[src/rtl/tone_lut_loader_if.sv]
// Tone-curve entry stream: start pulse plus valid/ready entry handshake.
interface tone_lut_loader_if #(
    parameter int unsigned LUT_MAP_WTH = 13
) ();
    logic                   i_lut_start;
    logic                   i_lut_vld;
    logic [LUT_MAP_WTH-1:0] i_lut_data;
    logic                   o_lut_rdy;

    // Curve source (software / sequencer side)
    modport master (
        output i_lut_start,
        output i_lut_vld,
        output i_lut_data,
        input  o_lut_rdy
    );

    // Curve loader side
    modport slave (
        input  i_lut_start,
        input  i_lut_vld,
        input  i_lut_data,
        output o_lut_rdy
    );
endinterface

[src/rtl/tone_lut_loader.sv]
// Tone-curve loader: collects LUT_MAP_NUM y-values into a shadow bank, checks
// monotonicity, and swaps the shadow into the active bank only at a frame start
// or on an explicit immediate commit, so the tone mapper never sees a mid-frame change.
module tone_lut_loader #(
    parameter int unsigned LUT_MAP_WTH = 13,
    parameter int unsigned LUT_MAP_NUM = 25,
    parameter int unsigned IDX_WTH     = 5,
    parameter logic [LUT_MAP_WTH*LUT_MAP_NUM-1:0] DEF_LUT = '0
) (
    input  logic                               clk,
    input  logic                               rst_n,
    tone_lut_loader_if.slave                   lut_if,
    input  logic                               i_vstr,
    input  logic                               i_cmt_imm,
    output logic [LUT_MAP_WTH*LUT_MAP_NUM-1:0] o_tone_y_data,
    output logic [IDX_WTH-1:0]                 o_load_cnt,
    output logic                               o_pend,
    output logic                               o_err_mono,
    output logic                               o_cmt_done,
    output logic                               o_cmt_drop
);

    localparam logic [IDX_WTH-1:0] CNT_LAST = IDX_WTH'(LUT_MAP_NUM - 1);

    typedef enum logic [1:0] {
        S_IDLE,
        S_LOAD,
        S_PEND
    } state_t;

    state_t                               state;
    logic [LUT_MAP_WTH-1:0]               shadow [LUT_MAP_NUM];
    logic [LUT_MAP_WTH*LUT_MAP_NUM-1:0]   shadow_flat;
    logic [LUT_MAP_WTH*LUT_MAP_NUM-1:0]   active;
    logic [LUT_MAP_WTH-1:0]               prev_y;
    logic [IDX_WTH-1:0]                   cnt;
    logic                                 err;
    logic                                 rdy;
    logic                                 pend;
    logic                                 cmt_done;
    logic                                 cmt_drop;
    logic                                 cmt_evt;
    logic                                 accept;

    assign cmt_evt = i_vstr | i_cmt_imm;
    assign accept  = lut_if.i_lut_vld & rdy;

    // Pack the shadow bank into the same layout as the output bus
    always_comb begin
        shadow_flat = '0;
        for (int unsigned k = 0; k < LUT_MAP_NUM; k++) begin
            shadow_flat[k*LUT_MAP_WTH +: LUT_MAP_WTH] = shadow[k];
        end
    end

    // Load/pending/commit state machine with all outputs registered
    always_ff @(posedge clk or negedge rst_n) begin
        if (!rst_n) begin
            state    <= S_IDLE;
            shadow   <= '{default: '0};
            active   <= DEF_LUT;
            prev_y   <= '0;
            cnt      <= '0;
            err      <= 1'b0;
            rdy      <= 1'b0;
            pend     <= 1'b0;
            cmt_done <= 1'b0;
            cmt_drop <= 1'b0;
        end else begin
            cmt_done <= 1'b0;
            cmt_drop <= 1'b0;
            case (state)
                S_IDLE: begin
                    if (lut_if.i_lut_start) begin
                        state <= S_LOAD;
                        cnt   <= '0;
                        err   <= 1'b0;
                        rdy   <= 1'b1;
                    end
                end
                S_LOAD: begin
                    if (lut_if.i_lut_start) begin
                        cnt <= '0;
                        err <= 1'b0;
                    end else if (accept) begin
                        for (int unsigned k = 0; k < LUT_MAP_NUM; k++) begin
                            if (cnt == IDX_WTH'(k)) begin
                                shadow[k] <= lut_if.i_lut_data;
                            end
                        end
                        // prev_y always equals shadow[cnt-1] once cnt>0, since every
                        // accepted entry is written to both and restarts clear cnt.
                        prev_y <= lut_if.i_lut_data;
                        if (cnt != '0 && lut_if.i_lut_data < prev_y) begin
                            err <= 1'b1;
                        end
                        cnt <= cnt + 1'b1;
                        if (cnt == CNT_LAST) begin
                            state <= S_PEND;
                            rdy   <= 1'b0;
                            pend  <= 1'b1;
                        end
                    end
                end
                S_PEND: begin
                    if (cmt_evt) begin
                        if (err) begin
                            cmt_drop <= 1'b1;
                        end else begin
                            active   <= shadow_flat;
                            cmt_done <= 1'b1;
                        end
                        state <= S_IDLE;
                        pend  <= 1'b0;
                    end
                    // A restart wins the next state, after any commit above is taken
                    if (lut_if.i_lut_start) begin
                        state <= S_LOAD;
                        cnt   <= '0;
                        err   <= 1'b0;
                        rdy   <= 1'b1;
                        pend  <= 1'b0;
                    end
                end
                default: begin
                    state <= S_IDLE;
                    rdy   <= 1'b0;
                    pend  <= 1'b0;
                end
            endcase
        end
    end

    assign lut_if.o_lut_rdy = rdy;
    assign o_tone_y_data    = active;
    assign o_load_cnt       = cnt;
    assign o_pend           = pend;
    assign o_err_mono       = err;
    assign o_cmt_done       = cmt_done;
    assign o_cmt_drop       = cmt_drop;

endmodule
[src/flat_wrapper.sv]
// flat-port wrapper written by rule: the top's interface ports become plain ports
module tone_lut_loader_flat 
#(
    parameter int unsigned LUT_MAP_WTH = 13,
    parameter int unsigned LUT_MAP_NUM = 25,
    parameter int unsigned IDX_WTH     = 5,
    parameter logic [LUT_MAP_WTH*LUT_MAP_NUM-1:0] DEF_LUT = '0
)
  (clk, rst_n, i_vstr, i_cmt_imm, o_tone_y_data, o_load_cnt, o_pend, o_err_mono, o_cmt_done, o_cmt_drop, lut_if_i_lut_start, lut_if_i_lut_vld, lut_if_i_lut_data, lut_if_o_lut_rdy);
  tone_lut_loader_if #(.LUT_MAP_WTH(LUT_MAP_WTH)) lut_if_i ();
  input  logic clk;
  input  logic rst_n;
  input  logic i_vstr;
  input  logic i_cmt_imm;
  output logic [LUT_MAP_WTH*LUT_MAP_NUM-1:0] o_tone_y_data;
  output logic [IDX_WTH-1:0] o_load_cnt;
  output logic o_pend;
  output logic o_err_mono;
  output logic o_cmt_done;
  output logic o_cmt_drop;
  input wire logic [$bits(lut_if_i.i_lut_start)-1:0] lut_if_i_lut_start;
  input wire logic [$bits(lut_if_i.i_lut_vld)-1:0] lut_if_i_lut_vld;
  input wire logic [$bits(lut_if_i.i_lut_data)-1:0] lut_if_i_lut_data;
  output wire logic [$bits(lut_if_i.o_lut_rdy)-1:0] lut_if_o_lut_rdy;
  assign lut_if_i.i_lut_start = lut_if_i_lut_start;
  assign lut_if_i.i_lut_vld = lut_if_i_lut_vld;
  assign lut_if_i.i_lut_data = lut_if_i_lut_data;
  assign lut_if_o_lut_rdy = lut_if_i.o_lut_rdy;
  tone_lut_loader #(.LUT_MAP_WTH(LUT_MAP_WTH), .LUT_MAP_NUM(LUT_MAP_NUM), .IDX_WTH(IDX_WTH), .DEF_LUT(DEF_LUT)) u_core (.clk(clk), .rst_n(rst_n), .lut_if(lut_if_i), .i_vstr(i_vstr), .i_cmt_imm(i_cmt_imm), .o_tone_y_data(o_tone_y_data), .o_load_cnt(o_load_cnt), .o_pend(o_pend), .o_err_mono(o_err_mono), .o_cmt_done(o_cmt_done), .o_cmt_drop(o_cmt_drop));
endmodule
[config.mk]
export PLATFORM = sky130hd
export DESIGN_NAME = tone_lut_loader_flat
export DESIGN_NICKNAME = d
export VERILOG_FILES = /design/src/rtl/tone_lut_loader_if.sv /design/src/rtl/tone_lut_loader.sv /design/src/flat_wrapper.sv
export SDC_FILE = /design/constraint.sdc
export NUM_CORES = 1
export LEC_CHECK = 0
export ABC_AREA = 1
export ABC_CLOCK_PERIOD_IN_PS = 4000
export CAP_MARGIN = 5
export CORE_MARGIN = 1
export CORE_UTILIZATION = 40
export CTS_CLUSTER_DIAMETER = 80
export DETAILED_ROUTE_END_ITERATION = 7
export GPL_TIMING_DRIVEN = 0
export HOLD_SLACK_MARGIN = 0.03
export PLACE_DENSITY = 0.63
export RECOVER_POWER = 100
export SYNTH_ARGS = -nofsm -noshare
export SYNTH_HDL_FRONTEND = slang
export SYNTH_SLANG_ARGS = --single-unit
[constraint.sdc]
create_clock -name clk -period 4 [get_ports clk]
set_clock_uncertainty 0.1 [all_clocks]
set_input_delay 0.6 -clock clk [delete_from_list [all_inputs] [get_ports clk]]
set_output_delay 0.6 -clock clk [all_outputs]
set_load 0.1 [all_outputs]
==> impl_metrics.csv, run 1 <==
group,metric,value,unit
route,drt-total-wl,74900,um
logic_synthesis,synth_edf_count,0,
outcome,status,"complete, no violations",
sta,min_period,3.22,ns
critical_path,arrival,3.56,ns
pwr,p_total,18.5,mW
critical_path,crit_path_end_kind,"flip-flop",
sta,rsz0062_at_grt,"no",
logic_synthesis,syn_area,0.0253,sq mm
global_routing,grt_pass1_vias,19900,
flow_run,maxCapViolations,0,
sta,tightest_slew,1.34,ns
logic_synthesis,muxShareOfSynthArea,0,
route,drt_first_pass_iters,5,
logic_synthesis,synth_cells,2668,
pwr,leakagePower,17.2,nW
floorplanning,fp-row-count,91,
floorplanning,die_h,253,um
sta,relSlewSlack,0.107,
place,dp_hpwl,51200,um
clocking,cts_num_sinks,675,
clocking,clock_latency,0.61,ns
logic_synthesis,synth.avg_cell_area,9.47,sq um
logic_synthesis,ys_warn_count,0,
route,ant_nets,0,
global_routing,grtUsageTotal,0.238,
global_routing,grt_pass1_wl,116000,um
clocking,clockBufferDepth,3,
logic_synthesis,async_flop_share,1.00,
sta,hold_viol_final,0,
logic_synthesis,synth_compound_area_frac,0.0702,
place,port_buffers,353,
finish,multi_input_area,0.00738,sq mm
logic_synthesis,synth_fa_ha_area_frac,0.00841,
floorplanning,die_w,253,um
floorplanning,start_util,0.407,
logic_synthesis,seq_area_frac_synth,0.668,
clocking,ctsRootBufferMaster,"clkbuf_16",
pwr,vdd.ir_drop.worst,0.341,mV
logic_synthesis,synth_top_family_by_area,"simple AND/OR/NAND/NOR gates",
logic_synthesis,ys_ff_latch,675,
logic_synthesis,synth-xor-area-share,0.000346,
floorplanning,ioPinCount,354,
sta,maxSlewViolCount,0,
clocking,cts.clk_slew.worst_paths,0.06,ns
floorplanning,coreArea,0.0621,sq mm
finish,drive_above_1_share,0.0428,
clocking,h-tree-depth,3,
route,vias,19700,
finish,n_fill_cell,5674,
place,gp_congestion,0.843,
logic_synthesis,synthFlopType,"dfrtp_1",
finish,seq_area,0.0169,sq mm
sta,fmax,0.311,GHz
logic_synthesis,syn_nets,2704,
global_routing,antenna_found_initial,10,
logic_synthesis,synth_cell_types,32,
clocking,tritoncts,"yes",
global_routing,grt_max_degree,132,
pwr,p_per_area,576,mW/mm^2
route,first_iter_violations,1601,
clocking,cts_resized,0,
sta,setup_viol,0,
critical_path,worst-setup-path-type,"in2reg",
floorplanning,dieArea,0.0642,sq mm
clocking,cts_setup_buffers,0,
route,via_per_inst,4.93,
sta,setup_tns,0,ns
global_routing,grt_remaining_overflow,0,
clocking,cts_hold_buffers,1,
sta,fin_crit_sh,0.804,
min_path,min_path_type,"reg2reg",
clocking,numCtsBuffers,72,
finish,fin_nets,3137,
critical_path,worstPathMaxFanout,10,
critical_path,required,4.35,ns
critical_path,cp-start-kind,"primary input",
route,drc_errors,0,
finish,area_growth,27.3,%
route,wire_per_inst,18.7,um
logic_synthesis,synth-simple-area-share,0.220,
[placed cells by master (no fill, tap or decap), types with 3 or more instances in the layout]
cell type / netlist / layout
inv_2: 6 / 3
clkbuf_8: 0 / 15
diode_2: 0 / 6
clkbuf_16: 0 / 75
clkinv_2: 0 / 11
buf_16: 0 / 4
bufinv_16: 0 / 5
a21oi_1: 5 / 5
nor2_1: 22 / 27
clkdlybuf4s50_1: 0 / 14
inv_1: 44 / 47
o21ai_1: 6 / 3
buf_2: 44 / 13
o21ai_0: 341 / 344
nand2_1: 1348 / 1360
ha_1: 17 / 17
dfrtp_1: 675 / 675
clkbuf_1: 101 / 156
dlygate4sd3_1: 0 / 339
nand4_1: 1 / 4
inv_6: 0 / 3
nor3_1: 5 / 6
nand3_1: 13 / 17
[path summary, 6_finish.rpt]
check	from	end	slack, ns	cells past startpoint
max	lut_if_i_lut_start	u_core.shadow[175]	0.78	8
min	u_core.o_tone_y_data[7]	u_core.o_tone_y_data[7]	0.36	2
max reg2reg	u_core.state[0]	u_core.o_tone_y_data[84]	0.80	8
min reg2reg	u_core.o_tone_y_data[7]	u_core.o_tone_y_data[7]	0.36	2
max in group asynchronous	rst_n	u_core.o_tone_y_data[218]	0.86	4
min in group asynchronous	rst_n	u_core.o_tone_y_data[9]	0.52	2
[routing by layer]
layer  global-route usage  wire [um]  vias to the layer above
li1                     -          -                     9246
met1                0.308      31400                     9763
met2                0.389      36200                      591
met3               0.0575       5190                      122
met4               0.0873       2050                        8
met5                    0         57                        -
[synthesized netlist by cell type, types with 2 or more instances]
cell type / count / area (sq um)
a21oi_1: 5 / 25.0
buf_1: 2 / 7.51
buf_2: 44 / 220
clkbuf_1: 101 / 379
clkbuf_2: 4 / 20.0
dfrtp_1: 675 / 16900
ha_1: 17 / 213
inv_1: 44 / 165
inv_2: 6 / 22.5
nand2_1: 1348 / 5060
nand2_2: 12 / 75.1
nand3_1: 13 / 65.1
nand3_2: 3 / 30.0
nand4_4: 2 / 42.5
nor2_1: 22 / 82.6
nor2_4: 3 / 33.8
nor2_8: 3 / 60.1
nor3_1: 5 / 25.0
o21ai_0: 341 / 1710
o21ai_1: 6 / 30.0
[cell families after synthesis]
group / count (synthesis)
simple gates: 1418
flops: 675
compound gates: 354
buf+inv: 203
fa+ha+maj: 17
xor+xnor: 1
[cell type report]
class,instances,share of cell area
sequential,675,0.525
multi-input combinational,1790,0.229
timing repair buffer,359,0.114
clock buffer,108,0.0669
tap,837,0.0326
buffer,152,0.0182
clock inverter,20,0.00755
inverter,51,0.00599
antenna,6,0.000467
[registers in the layout, indices dropped and copies added (netlist names)]
| register | count |
|---|---|
| u_core.o_err_mono | 1 |
| u_core.o_load_cnt | 5 |
| u_core.state | 2 |
| u_core.shadow | 325 |
| u_core.o_cmt_done | 1 |
| u_core.o_tone_y_data | 325 |
| u_core.o_pend | 1 |
| u_core.o_cmt_drop | 1 |
| u_core.prev_y | 13 |
| u_core.lut_if.o_lut_rdy | 1 |
[where the power goes]
group	switching, mW	total (mW)	internal [mW]
sequential	0.354	7.75	7.40
combinational	3.27	4.05	0.785
clock	2.70	6.74	4.04
[stage by stage]
step	hold slack [ns]	instances	util	area (sq um)	setup slack, ns
2_1_floorplan	0.204	2668	-	25300	1.55
3_3_place_gp	0.354	3858	0.481	29900	-26.54
3_5_place_dp	0.358	3863	0.483	30000	0.607
4_1_cts	0.372	3992	0.522	32400	0.879
5_1_grt	0.378	3996	0.518	32200	0.432
6_report	0.362	3998	0.518	32200	0.783
[critical path, cell delays in order]
cell and delay, ns:
dlygate4sd3_1 0.64, nor2_1 0.43, nand2_1 0.26, nor2_1 0.43
nand4_1 0.59, clkbuf_1 0.39, nand2_1 0.11, o21ai_0 0.10
No activity file was read; power rests on OpenSTA's default activity.
==> run 2: changes to the inputs <==
--- a/config.mk
+++ b/config.mk
@@ -6,7 +6,7 @@
 export NUM_CORES = 1
 export LEC_CHECK = 0
 export ABC_AREA = 1
-export ABC_CLOCK_PERIOD_IN_PS = 4000
+export ABC_CLOCK_PERIOD_IN_PS = 2600
 export CAP_MARGIN = 5
 export CORE_MARGIN = 1
 export CORE_UTILIZATION = 40
@@ -14,7 +14,7 @@
 export DETAILED_ROUTE_END_ITERATION = 7
 export GPL_TIMING_DRIVEN = 0
 export HOLD_SLACK_MARGIN = 0.03
-export PLACE_DENSITY = 0.63
+export PLACE_DENSITY = 0.66
 export RECOVER_POWER = 100
 export SYNTH_ARGS = -nofsm -noshare
 export SYNTH_HDL_FRONTEND = slang
==> constraint.sdc (replaced) <==
create_clock -name clk -period 2.6 [get_ports clk]
set_clock_uncertainty 0.1 [all_clocks]
set_input_delay 0.39 -clock clk [delete_from_list [all_inputs] [get_ports clk]]
set_output_delay 0.39 -clock clk [all_outputs]
set_load 0.1 [all_outputs]
==> run 2 against run 1 <==
  * Die area is the same
  * Final cell count is essentially flat
  * Sequential cell count is the same
  * Largest power group unchanged
  * Count of clock-buffer cells in the layout grew 2
  * Critical path depth shrank 7
  * Design area shrank 5.8%
  * Non-clock buffer count is the same
  * First-iteration DRC count grew 15%
  * Hold slack lost 0.019 ns
  * Critical endpoint is now o_tone_y_data[106]
  * Global-route usage shrank 0.34 points
  * Sequential power grew 55%
  * Routed wire length shrank 0.19%
==> impl_metrics.csv, run 2 (same netlist as run 1, synthesis figures left out) <==
group,metric,value,unit
critical_path,worstPathMaxFanout,2,
finish,final_cell_area,0.0303,sq mm
critical_path,cp-start-kind,"flip-flop",
sta,fin_ws,0.0399,ns
sta,setup_tns,0,ns
finish,seq_area,0.0169,sq mm
clocking,cts_num_sinks,675,
floorplanning,start_util,0.407,
critical_path,crit_path_end_kind,"output pin",
finish,multi_input_area,0.00751,sq mm
place,port_buffers,353,
critical_path,r2r-end,"u_core.shadow[244]",
min_path,min_path_type,"in2async",
pwr,p_total,28.4,mW
critical_path,worstPathCellList,"clkdlybuf4s50_1",
critical_path,r2r-start,"u_core.state[1]",
floorplanning,ioPinCount,354,
critical_path,cp_slowest_cell,"clkdlybuf4s50_1",
clocking,clock_latency,0.61,ns
sta,fmax,0.391,GHz
sta,min_period,2.56,ns
finish,area_growth,19.9,%
critical_path,path_delay_family,"buffers and inverters",
route,drt-total-wl,74700,um
finish,drive_above_1_share,0.0561,
sta,maxSlewViolCount,0,
route,wire_per_inst,18.7,um
finish,fin_util,0.488,
place,dp_hpwl,51100,um
floorplanning,die_h,253,um
place,placed_area,0.0300,sq mm
global_routing,antenna_found_initial,13,
critical_path,max_stage_delay,1.13,ns
finish,n_fill_cell,5978,
global_routing,grt_pass1_vias,19800,
sta,fin_crit_sh,0.985,
route,drc_errors,0,
pwr,p_per_area,938,mW/mm^2
clocking,h-tree-depth,3,
floorplanning,coreArea,0.0621,sq mm
floorplanning,dieArea,0.0642,sq mm
critical_path,required,2.11,ns
route,first_iter_violations,1839,
route,drt_first_pass_iters,5,
place,place_worst_setup_slack,-0.666,ns
finish,final_common_cell,"nand2_1",
sta,setup_viol,0,
clocking,tritoncts,"yes",
pwr,leakagePower,15.4,nW
sta,relSlewSlack,0.0792,
route,vias,20000,
clocking,numCtsBuffers,72,
clocking,cts_setup_buffers,0,
sta,hold_viol_final,0,
clocking,clockBufferDepth,3,
route,ant_nets,0,
outcome,status,"complete, no violations",
sta,tightest_slew,1.39,ns
sta,rsz0062_at_grt,"no",
critical_path,worst-setup-path-type,"reg2out",
global_routing,grtUsageTotal,0.235,
critical_path,arrival,2.07,ns
clocking,cts.clk_slew.worst_paths,0.06,ns
clocking,ctsRootBufferMaster,"clkbuf_16",
floorplanning,die_w,253,um
critical_path,r2r_slack,0.14,ns
critical_path,reg2reg_depth,8,
route,via_per_inst,5.00,
flow_run,maxCapViolations,0,
global_routing,grt_max_degree,134,
finish,mostFrequentLayoutCells,"1,354 x nand2_1, 675 x dfrtp_1, 461 x clkbuf_1, 345 x o21ai_0, 75 x clkbuf_16",
finish,fin_nets,3137,
global_routing,grt_remaining_overflow,0,
critical_path,crit_buf_inv,1,
place,gp_congestion,0.889,
pwr,vdd.ir_drop.worst,0.565,mV
global_routing,grt_pass1_wl,115000,um
floorplanning,fp-row-count,91,
run 2: worst reg2reg max path, cell delays in order (launching register included):
cell	delay (ns)
dfrtp_1	0.37
inv_1	0.10
nand2_2	0.14
nor2_8	0.16
nand2_1	0.35
nor2_8	0.29
nand2_1	0.28
clkbuf_1	0.32
o21ai_0	0.23
run 2: metal layers:
| layer | part of all wire | global-route usage |
|---|---|---|
| met2 | 0.47 | 0.374 |
| met5 | 0.0010 | 0 |
| met1 | 0.43 | 0.318 |
| met3 | 0.073 | 0.0514 |
| met4 | 0.026 | 0.0805 |
run 2: where the power goes:
group	internal (mW)	total [mW]	switching (mW)
clock	6.32	10.5	4.16
combinational	0.909	5.99	5.08
sequential	11.4	12.0	0.578
run 2: worst max path at each step:
stage	start	end	slack, ns	depth (start not counted)
finish	u_core.o_tone_y_data[106]	o_tone_y_data[106]	0.04	1
global route	u_core.o_tone_y_data[106]	o_tone_y_data[106]	0.001	1
CTS	u_core.o_tone_y_data[29]	o_tone_y_data[29]	0.0001	1
detailed placement	i_cmt_imm	u_core.o_tone_y_data[74]	-0.67	8
global placement	rst_n	u_core.o_tone_y_data[148]	-27.73	1
floorplan	u_core.o_load_cnt[0]	u_core.o_err_mono	0.15	12
run 2: cell type report:
cell class	instances	area share
diodes	5	0.000413
well taps	837	0.0346
multi-input cells	1790	0.248
clock inverters	18	0.00867
plain buffers	152	0.0206
inverters	51	0.00648
flip-flops and latches	675	0.557
repair buffers	359	0.0529
clock buffers	110	0.0712
run 2: repair_timing:
item | CTS | global route
endpoints found under the hold margin | 100 | 0
endpoints found under the setup margin | 338 | 9
resized for setup | 326 | 9
hold buffers | 1 | 0
pin swaps | 0 | 0
run 2: through the flow:
step	std cells	hold WS [ns]
CTS	3992	0.348
detailed placement	3863	0.360
global route	3997	0.392
floorplan	2668	-0.00559
global placement	3858	0.358
finish	3997	0.342
